[src/rtl/pipe_add_sub_if.sv]
// Handshake/data bundle for pipe_add_sub. Optional zero/neg flags exist only
// when PIPE_ADD_SUB_FLAGS_EN is defined.
interface pipe_add_sub_if #(parameter int WIDTH = 32);
   logic             in_valid;
   logic             in_ready;
   logic [WIDTH-1:0] a;
   logic [WIDTH-1:0] b;
   logic             cin;
   logic             sub;
   logic             out_valid;
   logic             out_ready;
   logic [WIDTH-1:0] sum;
   logic             cout;
   logic             ovf;
`ifdef PIPE_ADD_SUB_FLAGS_EN
   logic             zero;
   logic             neg;

   modport master (output in_valid, a, b, cin, sub, out_ready,
                   input  in_ready, out_valid, sum, cout, ovf, zero, neg);
   modport slave  (input  in_valid, a, b, cin, sub, out_ready,
                   output in_ready, out_valid, sum, cout, ovf, zero, neg);
`else
   modport master (output in_valid, a, b, cin, sub, out_ready,
                   input  in_ready, out_valid, sum, cout, ovf);
   modport slave  (input  in_valid, a, b, cin, sub, out_ready,
                   output in_ready, out_valid, sum, cout, ovf);
`endif
endinterface

[src/rtl/pipe_add_sub.sv]
// Skewed carry-chained add/sub: one CHUNK-bit ripple segment per stage, latency WIDTH/CHUNK.
// Define PIPE_ADD_SUB_FLAGS_EN to add registered zero/neg result flags.
module pipe_add_sub #(
   parameter int WIDTH = 32,
   parameter int CHUNK = 8
) (
   input  logic          clk,
   input  logic          rst,
   pipe_add_sub_if.slave bus
);
   localparam int STAGES = WIDTH / CHUNK;
   localparam logic [WIDTH-1:0] CH_MASK = WIDTH'({CHUNK{1'b1}});

   logic             w_adv;
   logic [WIDTH-1:0] w_a_in [STAGES];
   logic [WIDTH-1:0] w_b_in [STAGES];
   logic [WIDTH-1:0] w_s_in [STAGES];
   logic [WIDTH-1:0] w_s_nx [STAGES];
   logic [STAGES-1:0] w_v_in, w_c_in, w_c_nx;
   logic             w_ovf_nx;

   logic [WIDTH-1:0] r_a [STAGES];
   logic [WIDTH-1:0] r_b [STAGES];
   logic [WIDTH-1:0] r_s [STAGES];
   logic [STAGES-1:0] r_vld, r_c;
   logic             r_ovf;

   // Whole pipe moves together; it only stalls when the output beat is stuck.
   assign w_adv        = !r_vld[STAGES-1] || bus.out_ready;
   assign bus.in_ready = w_adv;

   for (genvar k = 0; k < STAGES; k++) begin : g_stg
      logic [CHUNK-1:0] w_ac, w_bc, w_ch;
      logic             w_co;

      if (k == 0) begin : g_head
         assign w_v_in[k] = bus.in_valid;
         assign w_a_in[k] = bus.a;
         assign w_b_in[k] = bus.sub ? ~bus.b : bus.b;
         assign w_c_in[k] = bus.sub ^ bus.cin;
         assign w_s_in[k] = '0;
      end else begin : g_body
         assign w_v_in[k] = r_vld[k-1];
         assign w_a_in[k] = r_a[k-1];
         assign w_b_in[k] = r_b[k-1];
         assign w_c_in[k] = r_c[k-1];
         assign w_s_in[k] = r_s[k-1];
      end

      assign w_ac          = w_a_in[k][k*CHUNK +: CHUNK];
      assign w_bc          = w_b_in[k][k*CHUNK +: CHUNK];
      assign {w_co, w_ch}  = {1'b0, w_ac} + {1'b0, w_bc} + {{CHUNK{1'b0}}, w_c_in[k]};
      assign w_c_nx[k]     = w_co;
      assign w_s_nx[k]     = (w_s_in[k] & ~(CH_MASK << (k*CHUNK))) | (WIDTH'(w_ch) << (k*CHUNK));

      if (k == STAGES-1) begin : g_tail
         // a^b^s at the MSB recovers the carry into it
         assign w_ovf_nx = w_ac[CHUNK-1] ^ w_bc[CHUNK-1] ^ w_ch[CHUNK-1] ^ w_co;
      end
   end

`ifdef PIPE_ADD_SUB_FLAGS_EN
   logic r_zero, r_neg;
   assign bus.zero = r_zero;
   assign bus.neg  = r_neg;
`endif

   always_ff @(posedge clk) begin
      if (rst) begin
         r_vld <= '0;
         r_c   <= '0;
         r_ovf <= 1'b0;
         for (int k = 0; k < STAGES; k++) begin
            r_a[k] <= '0;
            r_b[k] <= '0;
            r_s[k] <= '0;
         end
`ifdef PIPE_ADD_SUB_FLAGS_EN
         r_zero <= 1'b0;
         r_neg  <= 1'b0;
`endif
      end else if (w_adv) begin
         r_vld <= w_v_in;
         for (int k = 0; k < STAGES; k++) begin
            if (w_v_in[k]) begin
               r_a[k] <= w_a_in[k];
               r_b[k] <= w_b_in[k];
               r_s[k] <= w_s_nx[k];
               r_c[k] <= w_c_nx[k];
            end
         end
         if (w_v_in[STAGES-1]) begin
            r_ovf <= w_ovf_nx;
`ifdef PIPE_ADD_SUB_FLAGS_EN
            r_zero <= (w_s_nx[STAGES-1] == '0);
            r_neg  <= w_s_nx[STAGES-1][WIDTH-1];
`endif
         end
      end
   end

   assign bus.out_valid = r_vld[STAGES-1];
   assign bus.sum       = r_s[STAGES-1];
   assign bus.cout      = r_c[STAGES-1];
   assign bus.ovf       = r_ovf;
endmodule

[src/flat_wrapper.sv]
// flat-port wrapper written by rule: the top's interface ports become plain ports
module pipe_add_sub_flat 
#(
   parameter int WIDTH = 32,
   parameter int CHUNK = 8
)
  (clk, rst, bus_in_valid, bus_a, bus_b, bus_cin, bus_sub, bus_out_ready, bus_in_ready, bus_out_valid, bus_sum, bus_cout, bus_ovf);
  pipe_add_sub_if #(.WIDTH(WIDTH)) bus_i ();
  input  logic clk;
  input  logic rst;
  input wire logic [$bits(bus_i.in_valid)-1:0] bus_in_valid;
  input wire logic [$bits(bus_i.a)-1:0] bus_a;
  input wire logic [$bits(bus_i.b)-1:0] bus_b;
  input wire logic [$bits(bus_i.cin)-1:0] bus_cin;
  input wire logic [$bits(bus_i.sub)-1:0] bus_sub;
  input wire logic [$bits(bus_i.out_ready)-1:0] bus_out_ready;
  output wire logic [$bits(bus_i.in_ready)-1:0] bus_in_ready;
  output wire logic [$bits(bus_i.out_valid)-1:0] bus_out_valid;
  output wire logic [$bits(bus_i.sum)-1:0] bus_sum;
  output wire logic [$bits(bus_i.cout)-1:0] bus_cout;
  output wire logic [$bits(bus_i.ovf)-1:0] bus_ovf;
  assign bus_i.in_valid = bus_in_valid;
  assign bus_i.a = bus_a;
  assign bus_i.b = bus_b;
  assign bus_i.cin = bus_cin;
  assign bus_i.sub = bus_sub;
  assign bus_i.out_ready = bus_out_ready;
  assign bus_in_ready = bus_i.in_ready;
  assign bus_out_valid = bus_i.out_valid;
  assign bus_sum = bus_i.sum;
  assign bus_cout = bus_i.cout;
  assign bus_ovf = bus_i.ovf;
  pipe_add_sub #(.WIDTH(WIDTH), .CHUNK(CHUNK)) u_core (.clk(clk), .rst(rst), .bus(bus_i));
endmodule
[config.mk]
export PLATFORM = sky130hd
export DESIGN_NAME = pipe_add_sub_flat
export DESIGN_NICKNAME = d
export VERILOG_FILES = /design/src/rtl/pipe_add_sub_if.sv /design/src/rtl/pipe_add_sub.sv /design/src/flat_wrapper.sv
export SDC_FILE = /design/constraint.sdc
export NUM_CORES = 1
export LEC_CHECK = 0
export ABC_AREA = 0
export BUFFER_PORTS_ARGS = -buffer_cell sky130_fd_sc_hd__clkbuf_2
export CAP_MARGIN = 20
export CELL_PAD_IN_SITES_DETAIL_PLACEMENT = 1
export CELL_PAD_IN_SITES_GLOBAL_PLACEMENT = 2
export CORE_AREA = 2 2 157 159
export CTS_BUF_LIST = sky130_fd_sc_hd__clkbuf_8 sky130_fd_sc_hd__clkbuf_16
export DETAILED_ROUTE_END_ITERATION = 8
export DIE_AREA = 0 0 159 161
export PLACE_DENSITY_LB_ADDON = 0.25
export SLEW_MARGIN = 20
export SYNTH_ARGS = -nofsm -noshare
export SYNTH_HDL_FRONTEND = slang
export SYNTH_SLANG_ARGS = --single-unit
[constraint.sdc]
create_clock -name clk -period 2.8 [get_ports clk]
set_input_delay 0.56 -clock clk [delete_from_list [all_inputs] [get_ports clk]]
set_output_delay 0.56 -clock clk [all_outputs]
set_load 0.05 [all_outputs]
==> impl_metrics.json <==
{
  "rr_worst_depth": 8,
  "synth_fp_nets": 762,
  "power.density_mw_per_mm2": 637.3,
  "timing.hold.ws_ns": 0.3944,
  "diodes": 0,
  "synthArstFlopShare_pct": 0,
  "hp-class": "input port to flip-flop",
  "drt_iter0_markers": 164,
  "hold_viol": 0,
  "finalSetupViolCount": 0,
  "synth_top_family_by_area": "simple AND/OR/NAND/NOR gates",
  "synthMuxAreaShare_pct": 0.3519,
  "num-nets-final": 840,
  "die_area_mm2": 0.02560,
  "cp_data_arrival_time_ns": 2.83,
  "ys.flop_type": "edfxtp_1",
  "cts_sinks": 185,
  "htree_levels": 4,
  "synth_edf_count": 176,
  "ant_nets": 0,
  "yosysMostFrequentCell": "edfxtp_1",
  "area_growth_pct": 14.87,
  "cts_tree": "done",
  "tightest_slew_ns": 0.8931,
  "cp-end-kind": "flip-flop",
  "drc": 0,
  "cts_resized": 0,
  "cts_buffers": 17,
  "skew_ns": 0.007319,
  "root_buffer": "clkbuf_16",
  "drive_above_1_share_pct": 19.95,
  "grt_usage_pct": 12.55,
  "hold_start": "bus_in_valid",
  "ys_ff_latch": 185,
  "r2r_slack_ns": 0.33,
  "holdBufCountCts": 0,
  "wire_per_inst_um": 14.50,
  "seq_area_frac_synth_pct": 64.05,
  "synth_fa_ha_area_share_pct": 5.982,
  "synth_common_cells": "edfxtp_1, and2_1, nor2_1",
  "start_util_pct": 35.61,
  "numPortBuffers": 105,
  "num_rows": 57,
  "grt_start_max_net_pins": 49,
  "clk_pin_slew_ns": 0.06,
  "hold_depth": 3,
  "total_leakage_power_nw": 3.960,
  "synth_cell_types": 35,
  "coreArea_mm2": 0.02396,
  "start_kind": "flip-flop",
  "yosys_warnings": 0,
  "synth_simple_gate_area_share_pct": 14.77,
  "synth_area_leaders": "edfxtp_1, and2_1, ha_1, buf_4, xnor2_1",
  "ir_drop_mv": 0.3515,
  "vias_per_cell": 4.451,
  "synth_top_area_cell": "edfxtp_1",
  "grt_pass1_wl_um": 25300,
  "fmax_mhz": 405.5,
  "die_width_um": 159,
  "gp_congestion": 0.8036,
  "crit_start": "u_core.r_b[0][88]",
  "status": "complete, no violations",
  "r2r_end": "u_core.bus.ovf",
  "grt_pass1_vias": 5010,
  "power_mw": 6.246,
  "grt_setup_unrepaired": "false",
  "syn_avg_cell_area_um2": 13.01,
  "crit_required_ns": 3.17,
  "timing.final.crit_share_pct": 88.08,
  "ios": 106,
  "overflow": 0,
  "maxCapViolCount": 0,
  "die_h_um": 161,
  "clk_latency_ns": 0.43,
  "setup-tns-final_ns": 0,
  "synth-xor-area-share_pct": 4.208,
  "worst_slew_margin_rel_pct": 40.46,
  "wl_um": 15530,
  "post_cts_buffers": 0,
  "synth.top_cell.area_share_pct": 61.94,
  "path_class": "flip-flop to flip-flop",
  "nFillCells": 2595,
  "firstDrtPassIters": 4,
  "maxSlewViolCount": 0,
  "cp_max_fo": 3,
  "whs_endpoint": "u_core.r_vld[0]",
  "num_vias": 4767,
  "synth_compound_area_share_pct": 5.381,
  "r2r_start": "u_core.r_b[0][88]",
  "clockBufferDepth": 2,
  "antenna_found_initial": 1,
  "netlist_area_mm2": 0.008533,
  "period_needed_ns": 2.466,
  "post-dp-hpwl_um": 11630,
  "syn_inst": 656
}
critical path, stage by stage (launching register included):
cell      delay (ns)
edfxtp_1        0.42
fa_1            0.49
inv_1           0.09
fa_1            0.23
nor2b_4         0.06
o31a_1          0.27
o41a_1          0.35
or4_1           0.41
nand3_1         0.08
final cells by class:
| class | instances | area [um2] | share of cell area, % |
|---|---|---|---|
| repair buffers | 115 | 625.6 | 6.382 |
| well taps | 324 | 405.4 | 4.136 |
| flip-flops and latches | 185 | 5465 | 55.76 |
| clock buffers | 17 | 425.4 | 4.340 |
| inverters | 30 | 112.6 | 1.149 |
| clock inverters | 15 | 148.9 | 1.519 |
| multi-input cells | 385 | 2619 | 26.72 |
cell families (layout without fill, tap and decap cells):
family                     Yosys count  count (layout)
DFF                                185             185
and+or+nand+nor                    233             233
muxes                                3               3
AOI/OAI and AO/OA                   72              72
xor gates and xnor gates            41              41
adders and majority gates           36              36
buffers and inverters               86             177
report_power, final:
part / leakage, nW / switching, mW / internal, mW
combinational: 1.73 / 0.399 / 0.241
sequential: 1.95 / 0.0505 / 3.21
clock: 0.277 / 1.03 / 1.31
total: 3.96 / 1.48 / 4.77
state kept, by name (all words and copies together), names as in the netlist:
signal          count
u_core.r_a         48
u_core.r_c          4
u_core.r_b         48
u_core.bus.ovf      1
u_core.r_vld        4
u_core.r_s         80
routing by layer:
| metal | share of wire, % | GRT usage, % | up-vias |
|---|---|---|---|
| met3 | 3.9 | 3.801 | 16 |
| met4 | 1.2 | 4.091 | 2 |
| met1 | 47 | 15.69 | 2283 |
| met5 | 0.084 | 0 | - |
| li1 | - | - | 2382 |
| met2 | 48 | 20.95 | 84 |
worst max path at each step:
stage	to	slack, ns	cells past startpoint
2_1_floorplan	u_core.r_s[0][6]	0.007	11
3_3_place_gp	u_core.r_s[0][6]	0.13	10
3_5_place_dp	u_core.r_s[0][6]	0.01	10
4_1_cts	u_core.bus.ovf	0.33	8
5_1_grt	u_core.r_s[0][86]	0.21	8
6_report	u_core.bus.ovf	0.33	8
cells in the final DEF, fill, tap and decap left out, types with 14 or more instances in the layout:
| master | synthesis | layout |
|---|---|---|
| edfxtp_1 | 176 | 176 |
| and2_1 | 124 | 124 |
| clkbuf_2 | 0 | 105 |
| nor2_1 | 54 | 54 |
| inv_1 | 30 | 28 |
| ha_1 | 28 | 28 |
| xnor2_1 | 27 | 27 |
| nand2_1 | 24 | 24 |
| o21ai_0 | 22 | 22 |
| clkbuf_16 | 0 | 17 |
| xor2_1 | 14 | 14 |
| a21oi_1 | 14 | 14 |
stage by stage:
stage | worst slack, ns | util, % | instances | area, um2
global route | 0.2052 | 40.90 | 1071 | 9802
detailed placement | 0.01113 | 38.42 | 1038 | 9208
floorplan | 0.007316 | - | 656 | 8536
global placement | 0.1346 | 38.42 | 1038 | 9208
CTS | 0.3297 | 40.82 | 1070 | 9782
finish | 0.3338 | 40.90 | 1071 | 9802
Power figures use the tool's default switching activity.
